[src/rtl/dmem_arbiter_pkg.sv]
// Shared types and constants for the data-memory arbiter and its round-robin picker.
// Address/data widths fall back to small defaults when no global define is provided.
`ifndef ISIZE
`define ISIZE 8
`endif
`ifndef DSIZE
`define DSIZE 16
`endif

package dmem_arbiter_pkg;

  typedef enum logic {
    ST_IDLE    = 1'b0,
    ST_RD_WAIT = 1'b1
  } state_e;

  localparam logic P_CPU = 1'b0;
  localparam logic P_DBG = 1'b1;

endpackage

[src/rtl/rr_arb2.sv]
// Two-input round-robin picker: on a tie the port that did not win last time is chosen.
module rr_arb2
  import dmem_arbiter_pkg::*;
(
  input  logic [1:0] req,
  input  logic       last,
  output logic       valid,
  output logic       winner
);

  always_comb begin
    valid  = |req;
    winner = P_CPU;
    if (req == 2'b11) begin
      winner = ~last;
    end else if (req[1]) begin
      winner = P_DBG;
    end
  end

endmodule

[src/rtl/dmem_arbiter.sv]
// Two-port arbiter and sequencer in front of the single-port D_memory.
// Port 0 is the CPU load/store port, port 1 the debug/DMA port.
`ifndef ISIZE
`define ISIZE 8
`endif
`ifndef DSIZE
`define DSIZE 16
`endif

module dmem_arbiter
  import dmem_arbiter_pkg::*;
#(
  parameter int unsigned ISIZE  = `ISIZE,
  parameter int unsigned DSIZE  = `DSIZE,
  parameter int unsigned RD_LAT = 1
) (
  input  logic             clk,
  input  logic             rst,
  input  logic             req0,
  input  logic             we0,
  input  logic [ISIZE-1:0] addr0,
  input  logic [DSIZE-1:0] wdata0,
  output logic             gnt0,
  output logic             rvalid0,
  output logic [DSIZE-1:0] rdata0,
  input  logic             req1,
  input  logic             we1,
  input  logic [ISIZE-1:0] addr1,
  input  logic [DSIZE-1:0] wdata1,
  output logic             gnt1,
  output logic             rvalid1,
  output logic [DSIZE-1:0] rdata1,
  output logic             mem_write_en,
  output logic [ISIZE-1:0] mem_address,
  output logic [DSIZE-1:0] mem_data_in,
  input  logic [DSIZE-1:0] mem_data_out
);

  localparam logic [1:0] CNT_INIT = 2'(RD_LAT - 1);

  state_e           state_q, state_d;
  logic             last_q, last_d;
  logic             owner_q, owner_d;
  logic [1:0]       cnt_q, cnt_d;
  logic [1:0]       gnt_q, gnt_d;
  logic [1:0]       rvalid_q, rvalid_d;
  logic             we_q, we_d;
  logic [ISIZE-1:0] addr_q, addr_d;
  logic [DSIZE-1:0] wdata_q, wdata_d;
  logic [DSIZE-1:0] rdata0_q, rdata0_d;
  logic [DSIZE-1:0] rdata1_q, rdata1_d;

  logic             arb_valid;
  logic             arb_winner;
  logic             gnt_any;
  logic             sel_we;
  logic [ISIZE-1:0] sel_addr;
  logic [DSIZE-1:0] sel_wdata;

  rr_arb2 u_arb (
    .req    ({req1, req0}),
    .last   (last_q),
    .valid  (arb_valid),
    .winner (arb_winner)
  );

  assign gnt_any   = |gnt_q;
  assign sel_we    = (arb_winner == P_DBG) ? we1    : we0;
  assign sel_addr  = (arb_winner == P_DBG) ? addr1  : addr0;
  assign sel_wdata = (arb_winner == P_DBG) ? wdata1 : wdata0;

  always_comb begin
    state_d  = state_q;
    last_d   = last_q;
    owner_d  = owner_q;
    cnt_d    = cnt_q;
    gnt_d    = 2'b00;
    rvalid_d = 2'b00;
    we_d     = 1'b0;
    addr_d   = addr_q;
    wdata_d  = wdata_q;
    rdata0_d = rdata0_q;
    rdata1_d = rdata1_q;
    unique case (state_q)
      ST_IDLE: begin
        // The granted requester still holds req during its gnt cycle, so skip sampling then.
        if (arb_valid && !gnt_any) begin
          gnt_d[arb_winner] = 1'b1;
          we_d              = sel_we;
          addr_d            = sel_addr;
          wdata_d           = sel_wdata;
          last_d            = arb_winner;
          if (!sel_we) begin
            state_d = ST_RD_WAIT;
            owner_d = arb_winner;
            cnt_d   = CNT_INIT;
          end
        end
      end
      ST_RD_WAIT: begin
        // Count starts once the memory has sampled the address (the cycle after gnt).
        if (!gnt_any) begin
          if (cnt_q == 2'd0) begin
            rvalid_d[owner_q] = 1'b1;
            if (owner_q == P_DBG) begin
              rdata1_d = mem_data_out;
            end else begin
              rdata0_d = mem_data_out;
            end
            state_d = ST_IDLE;
          end else begin
            cnt_d = cnt_q - 2'd1;
          end
        end
      end
    endcase
  end

  always_ff @(posedge clk) begin
    if (!rst) begin
      state_q  <= ST_IDLE;
      last_q   <= P_DBG;
      owner_q  <= P_CPU;
      cnt_q    <= 2'd0;
      gnt_q    <= 2'b00;
      rvalid_q <= 2'b00;
      we_q     <= 1'b0;
      addr_q   <= '0;
      wdata_q  <= '0;
      rdata0_q <= '0;
      rdata1_q <= '0;
    end else begin
      state_q  <= state_d;
      last_q   <= last_d;
      owner_q  <= owner_d;
      cnt_q    <= cnt_d;
      gnt_q    <= gnt_d;
      rvalid_q <= rvalid_d;
      we_q     <= we_d;
      addr_q   <= addr_d;
      wdata_q  <= wdata_d;
      rdata0_q <= rdata0_d;
      rdata1_q <= rdata1_d;
    end
  end

  assign gnt0         = gnt_q[P_CPU];
  assign gnt1         = gnt_q[P_DBG];
  assign rvalid0      = rvalid_q[P_CPU];
  assign rvalid1      = rvalid_q[P_DBG];
  assign rdata0       = rdata0_q;
  assign rdata1       = rdata1_q;
  assign mem_write_en = we_q;
  assign mem_address  = addr_q;
  assign mem_data_in  = wdata_q;

endmodule
[config.mk]
export PLATFORM = sky130hd
export DESIGN_NAME = dmem_arbiter
export DESIGN_NICKNAME = d
export VERILOG_FILES = /design/src/rtl/dmem_arbiter_pkg.sv /design/src/rtl/rr_arb2.sv /design/src/rtl/dmem_arbiter.sv
export SDC_FILE = /design/constraint.sdc
export NUM_CORES = 1
export LEC_CHECK = 0
export ABC_CLOCK_PERIOD_IN_PS = 1200
export CORE_MARGIN = 5
export CORE_UTILIZATION = 44
export DETAILED_ROUTE_END_ITERATION = 8
export DONT_BUFFER_PORTS = 1
export SLEW_MARGIN = 40
export SYNTH_ARGS = -nofsm -noshare
export SYNTH_HDL_FRONTEND = slang
export SYNTH_SLANG_ARGS = --single-unit
export TNS_END_PERCENT = 10
[constraint.sdc]
create_clock -name clk -period 1.2 [get_ports clk]
set_input_delay 0.24 -clock clk [delete_from_list [all_inputs] [get_ports clk]]
set_output_delay 0.24 -clock clk [all_outputs]
set_load 0.02 [all_outputs]
# --- Word level (Yosys, flattened, before mapping) ---
# Index checks and enable logic that the tools add are counted.
# W data, S select, Z words.
totals:
  in_bits: 70
  wordCells: 62
  regBits: 66
  output_inout_bits: 61
classes:
  bitwise_logic: 8
  n_mux: 19
  n_eq_ne: 5
  order_cmp: 4
  addsub: 1
  reduce_logical: 14
ops:
  columns: ["operator", "n"]
  rows:
  - ["$mux W16", 1]
  - ["$reduce_and A4 Y1", 3]
  - ["$mux W1", 9]
  - ["$mux W2", 4]
  - ["$mux W8", 1]
  - ["$ne A2 B2 Y1 const B", 4]
  - ["$not A1 Y1", 8]
  - ["$reduce_or A5 Y1", 1]
  - ["$lt A1 B2 Y1 const B", 2]
  - ["$pmux W2 S2", 1]
  - ["$reduce_or A2 Y1", 2]
  - ["$logic_and A1 B1 Y1", 3]
  - ["$reduce_and A3 Y1", 1]
  - ["$reduce_or A3 Y1", 1]
  - ["$demux W1 S1", 2]
  - ["$eq A2 B2 Y1 const B", 1]
  - ["$ge A1 B1 Y1 const B", 2]
  - ["$logic_not A2 Y1", 1]
  - ["$pmux W1 S2", 1]
  - ["$reduce_and A2 Y1", 1]
  - ["$sub A2 B1 Y2 const B", 1]
  - ["$logic_not A1 Y1", 1]

# --- Longest topological paths before layout ---
logic_depth:
  ltp_word: 6
  depth_mapped: 6
  ltp_nobuf: 5

# --- Hierarchy ---
# Synthesis repeated with hierarchy kept, for this count alone.
hier_totals:
  cells_unflattened: 270
  hier_area_um2: 2790.2
modules_own_cells:
  columns: ["module", "instances", "area_per_inst_um2", "seq_area_each_um2", "cells_each"]
  rows:
  - ["dmem_arbiter", 1, 2776.4, 1321.3, 268]
  - ["rr_arb2", 1, 13.8, 0.0, 2]

# --- Worst setup path before layout ---
# No wires, ideal clock.
synth_timing:
  path_kind: "reg-to-reg"
  from: "register gnt_q[1]"
  to: "register last_q"
  t_required_ns: 1.070
  period_less_slack_ns: 1.292
  setup_ns: 0.130
  n_path_buf: 1
  arrival_ns: 1.162
  slack_ns: -0.092
  stages_incl_launch_ff: 6
  cell_sequence: "dfxtp_1 -> nor3_2 -> o21a_2 -> buf_4 -> mux2i_1 -> nand2_1"
synth_between:
  elab_chain_cells: 4
synth_rtl:
  columns: ["item", "line", "rtl"]
  rows:
  - ["start: declaration", "dmem_arbiter.sv:45", "logic [1:0] gnt_q, gnt_d;"]
  - ["start signal: assignment", "dmem_arbiter.sv:137", "gnt_q <= gnt_d;"]
  - ["$reduce_or A2 Y1", "dmem_arbiter.sv:67", "assign gnt_any = |gnt_q;"]
  - ["$logic_not A1 Y1", null, null]
  - ["$logic_and A1 B1 Y1", "dmem_arbiter.sv:87", "if (arb_valid && !gnt_any) begin"]
  - ["$reduce_and A2 Y1 (no source line)", null, null]
  - ["end signal: assignment", "dmem_arbiter.sv:134", "last_q <= last_d;"]
  - ["end: declaration", "dmem_arbiter.sv:42", "logic last_q, last_d;"]
# No other way between the ends.
# A chain may end at the register's enable or synchronous reset.

# --- Final worst setup path ---
layout_timing:
  from: "register gnt_q[0]"
  to: "register wdata_q[7] (netlist: mem_data_in[7])"
layout_between:
  elab_chain_cells: 4
layout_rtl:
  columns: ["item", "line", "rtl"]
  rows:
  - ["$reduce_or A2 Y1", "dmem_arbiter.sv:67", null]
  - ["$logic_not A1 Y1", null, null]
  - ["$logic_and A1 B1 Y1", "dmem_arbiter.sv:87", null]
  - ["$reduce_and A2 Y1 (no source line)", null, null]
  - ["end signal: assignment", "dmem_arbiter.sv:141", "wdata_q <= wdata_d;"]
  - ["end: declaration", "dmem_arbiter.sv:49", "logic [DSIZE-1:0] wdata_q, wdata_d;"]
# No other way between the ends.

==> flow_metrics.env <==
export IMPL_antenna_found_initial=0
export IMPL_total_leakage_power_nw=1.16
export IMPL_io_pins=131
export IMPL_globalRouteOverflowTotal=0
export IMPL_final_util_pct=55.4
export IMPL_failed_checks="negative setup slack"
export IMPL_worst_setup_hold_path_clk_slew_ps=70
export IMPL_grtUsageTotal_pct=16.7
export IMPL_cp_data_arrival_time_ps=1440
export IMPL_routed_via_count=2157
export IMPL_route_detailed_vias_per_inst=5.57
export IMPL_yosys_area_top_type="dfxtp_1"
export IMPL_internal_power_of_the_cells_mw=3.69
export IMPL_synth_fp_nets=374
export IMPL_synth_cell_area_um2=2490
export IMPL_tritoncts="built"
export IMPL_synth_top_family_by_area="simple AND/OR/NAND/NOR gates"
export IMPL_netlist_top_cells_count="70 x nand2_1, 66 x dfxtp_1, 48 x o21ai_0, 32 x nand3_1, 24 x a31oi_1"
export IMPL_power_per_cell_area_nw_per_um2=1680
export IMPL_synth_edff_count=0
export IMPL_grt_max_degree=78
export IMPL_power_frac_comb_pct=13.1
export IMPL_final_hold_violation_count=0
export IMPL_drt_drc_violations_left=0
export IMPL_critical_path_buf_inv_count=2
export IMPL_die_area_um2=7260
export IMPL_max_cap_violations=0
export IMPL_clock_skew_final_ps=7.29
export IMPL_postSynth_asyncResetShare_pct=0
export IMPL_clockBufferDepth=2
export IMPL_final_min_period_over_clock_period_pct=101
export IMPL_vdd_ir_drop_worst_v=0.000733
export IMPL_cp_slowest_cell="dfxtp_2"
export IMPL_numCtsBuffers=9
export IMPL_synthToLayoutAreaGrowth_pct=22.6
export IMPL_floorplan_initialDensity_pct=45.2
export IMPL_final_layout_size_suffix_gt1_share_pct=21.0
export IMPL_yosysWarningCount=0
export IMPL_synth_compound_gate_area_share_pct=20.3
export IMPL_setup_reg_to_reg_worst_slack_ps=-20
export IMPL_seq_area_frac_synth_pct=53.1
export IMPL_synth_area_leaders="dfxtp_1 53%, nand2_1 11%, o21ai_0 9.7%"
export IMPL_power_frac_seq_pct=52.2
export IMPL_tns_ps=-180
export IMPL_timing_critical_path_from_type="register"
export IMPL_route_final_wire_length_mm=6.31
export IMPL_global_route_wire_length_before_repair_mm=9.76
export IMPL_switching_power_mw=1.45
export IMPL_h_tree_depth=3
export IMPL_cp_top_family="flip-flops"
export IMPL_finalPower_mw=5.14
export IMPL_cp_data_required_time_ps=1420
export IMPL_grt_setup_unrepaired="true"
export IMPL_fillCellCount=527
export IMPL_timing_critical_path_slowest_cell_delay_ps=340
export IMPL_hold_class="in -> reg"
export IMPL_clock_insertion_delay_worst_skew_ps=340
export IMPL_fp_row_count=27
export IMPL_netlist_cell_type_count=30
export IMPL_end_kind="register"
export IMPL_clockPowerShare_pct=34.7
export IMPL_synth_main_ff_cell="dfxtp_1"
export IMPL_max_clock_freq_mhz=822
export IMPL_switching_share_pct=28.2
export IMPL_outcome="finished, violations left"
export IMPL_synthSimpleGateAreaFrac_pct=20.8
export IMPL_antenna_cells=0
export IMPL_synthCells=303
export IMPL_slew_violations=0
export IMPL_cts_root_buffer="clkbuf_8"
export IMPL_chipHeight_um=85.2
export IMPL_setup_viol=16
export IMPL_syn_area_per_cell_um2=8.21
export IMPL_tritoncts_num_sinks=66
export IMPL_final_critical_path_setup_slack_ps=-17.3
export IMPL_synth_mux_area_fraction_pct=0.402
export IMPL_floorplan_die_width_um=85.2
export IMPL_routabilityCongestion=0.737
export IMPL_detail_route_wl_per_cell_um=16.3
export IMPL_via_count_of_the_first_global_routing_pass=2020
export IMPL_fraction_of_the_mapped_netlist_area_in_adder_cells_pct=0.503
export IMPL_worst_slew_pin_transition_ps=275
export IMPL_dpl_hpwl_mm=4.11
export IMPL_place_port_buffers=0
export IMPL_critical_path_cell_chain="nor3_4 > o21a_4 > buf_4 > buf_16 > a31oi_1"
export IMPL_slew_headroom_pct=81.6
export IMPL_crit_fanout=15
export IMPL_ant_nets=0
export IMPL_synth_ff_latch_count=66
export IMPL_dr_first_iter_drc_count=53
export IMPL_post_route_min_period_ps=1220
export IMPL_placeableCoreArea_um2=5510
export IMPL_drt_pre_antenna_iters=4
export IMPL_nNetsFinal=382
export IMPL_synthMostInstantiatedCell="nand2_1"
export IMPL_synthXorXnorAreaFrac_pct=0
export IMPL_synth_top_cell_area_share_pct=53.1
export IMPL_setup_worst_path_class="reg -> reg"
## worst register-to-register path, cell delays in order, from the launching register on
cell and delay [ps]:
dfxtp_2 340, nor3_4 200, o21a_4 210, buf_4 140, buf_16 130, a31oi_1 80
## stage by stage
step | hold slack, ps | cells | cell area, um2 | setup WS (ps)
2_1_floorplan | 376 | 303 | 2530 | -27.1
3_3_place_gp | 314 | 364 | 2640 | -65.8
3_5_place_dp | 313 | 364 | 2640 | -110
4_1_cts | 23.6 | 383 | 2900 | -38.9
5_1_grt | 28.9 | 387 | 3050 | -119
6_report | 45.2 | 387 | 3050 | -17.3
## power groups by stage
stage | logic (mW) | registers (mW) | clock network [mW]
after CTS | 0.633 | 2.68 | 1.84
after detailed placement | 0.559 | 2.73 | 0
after global routing | 0.745 | 2.70 | 1.92
after floorplan | 0.440 | 2.71 | 0
final | 0.671 | 2.68 | 1.78
after global placement | 0.542 | 2.73 | 0
## routing by layer
metal | GRT usage (%) | wire length (um)
met3 | 7.67 | 774
met5 | 0 | 0
met1 | 20.1 | 2570
met2 | 24.9 | 2840
met4 | 8.63 | 129
## placed cells by master (no fill, tap or decap), drive strengths merged, types with 2 or more instances in the layout
| master | Yosys | routed |
|---|---|---|
| inv | 3 | 3 |
| clkbuf | 9 | 13 |
| nand3 | 32 | 32 |
| a31oi | 24 | 24 |
| dfxtp | 66 | 66 |
| buf | 15 | 19 |
| o21ai | 57 | 57 |
| nor3 | 3 | 3 |
| nand2 | 70 | 70 |
| clkinv | 0 | 2 |
| nor2 | 7 | 7 |
| a21oi | 3 | 3 |
## registers in the layout (all words and copies together), names as in the netlist
| signal | count |
|---|---|
| last_q | 1 |
| mem_data_in | 16 |
| rdata0 | 16 |
| rdata1 | 16 |
| gnt_q | 2 |
| state_q | 1 |
| mem_write_en | 1 |
| owner_q | 1 |
| cnt_q | 2 |
| mem_address | 8 |
| rvalid_q | 2 |
## what timing repair did
| item | 4_1_cts | 5_1_grt |
|---|---|---|
| endpoints found under the hold margin | 1 | 0 |
| endpoints found under the setup margin | 43 | 61 |
| cloned | 1 | 1 |
| setup buffers | 2 | 3 |
| pin swaps | 3 | 7 |
| resized for setup | 4 | 47 |
| hold buffers | 1 | 0 |
## cell families (layout without fill, tap and decap cells)
family,count (synthesis),count (layout)
AND/OR/NAND/NOR,118,118
adder cells (fa/ha/maj),1,1
flip-flops,66,66
multiplexers,1,1
AO/OA/AOI/OAI,90,90
buffers and inverters,27,39
## layout make-up
cell class              count  area (um2)  share of cell area (%)
clock buffers              12         145                    4.76
clock inverters             3        40.0                    1.31
inverters                   3        11.3                   0.369
multi-input cells         210        1170                    38.3
flip-flops and latches     66        1330                    43.5
well taps                  72        90.1                    2.95
repair buffers             21         268                    8.77
## worst paths after layout
kind / start / endpoint / depth (start not counted)
worst max-delay path: gnt_q[0] / mem_data_in[7] / 5
worst min-delay path: wdata0[0] / mem_data_in[0] / 2
worst max register to register: gnt_q[0] / mem_data_in[7] / 5
worst min register to register: cnt_q[1] / cnt_q[1] / 1
(Power assumes the default switching activity.)
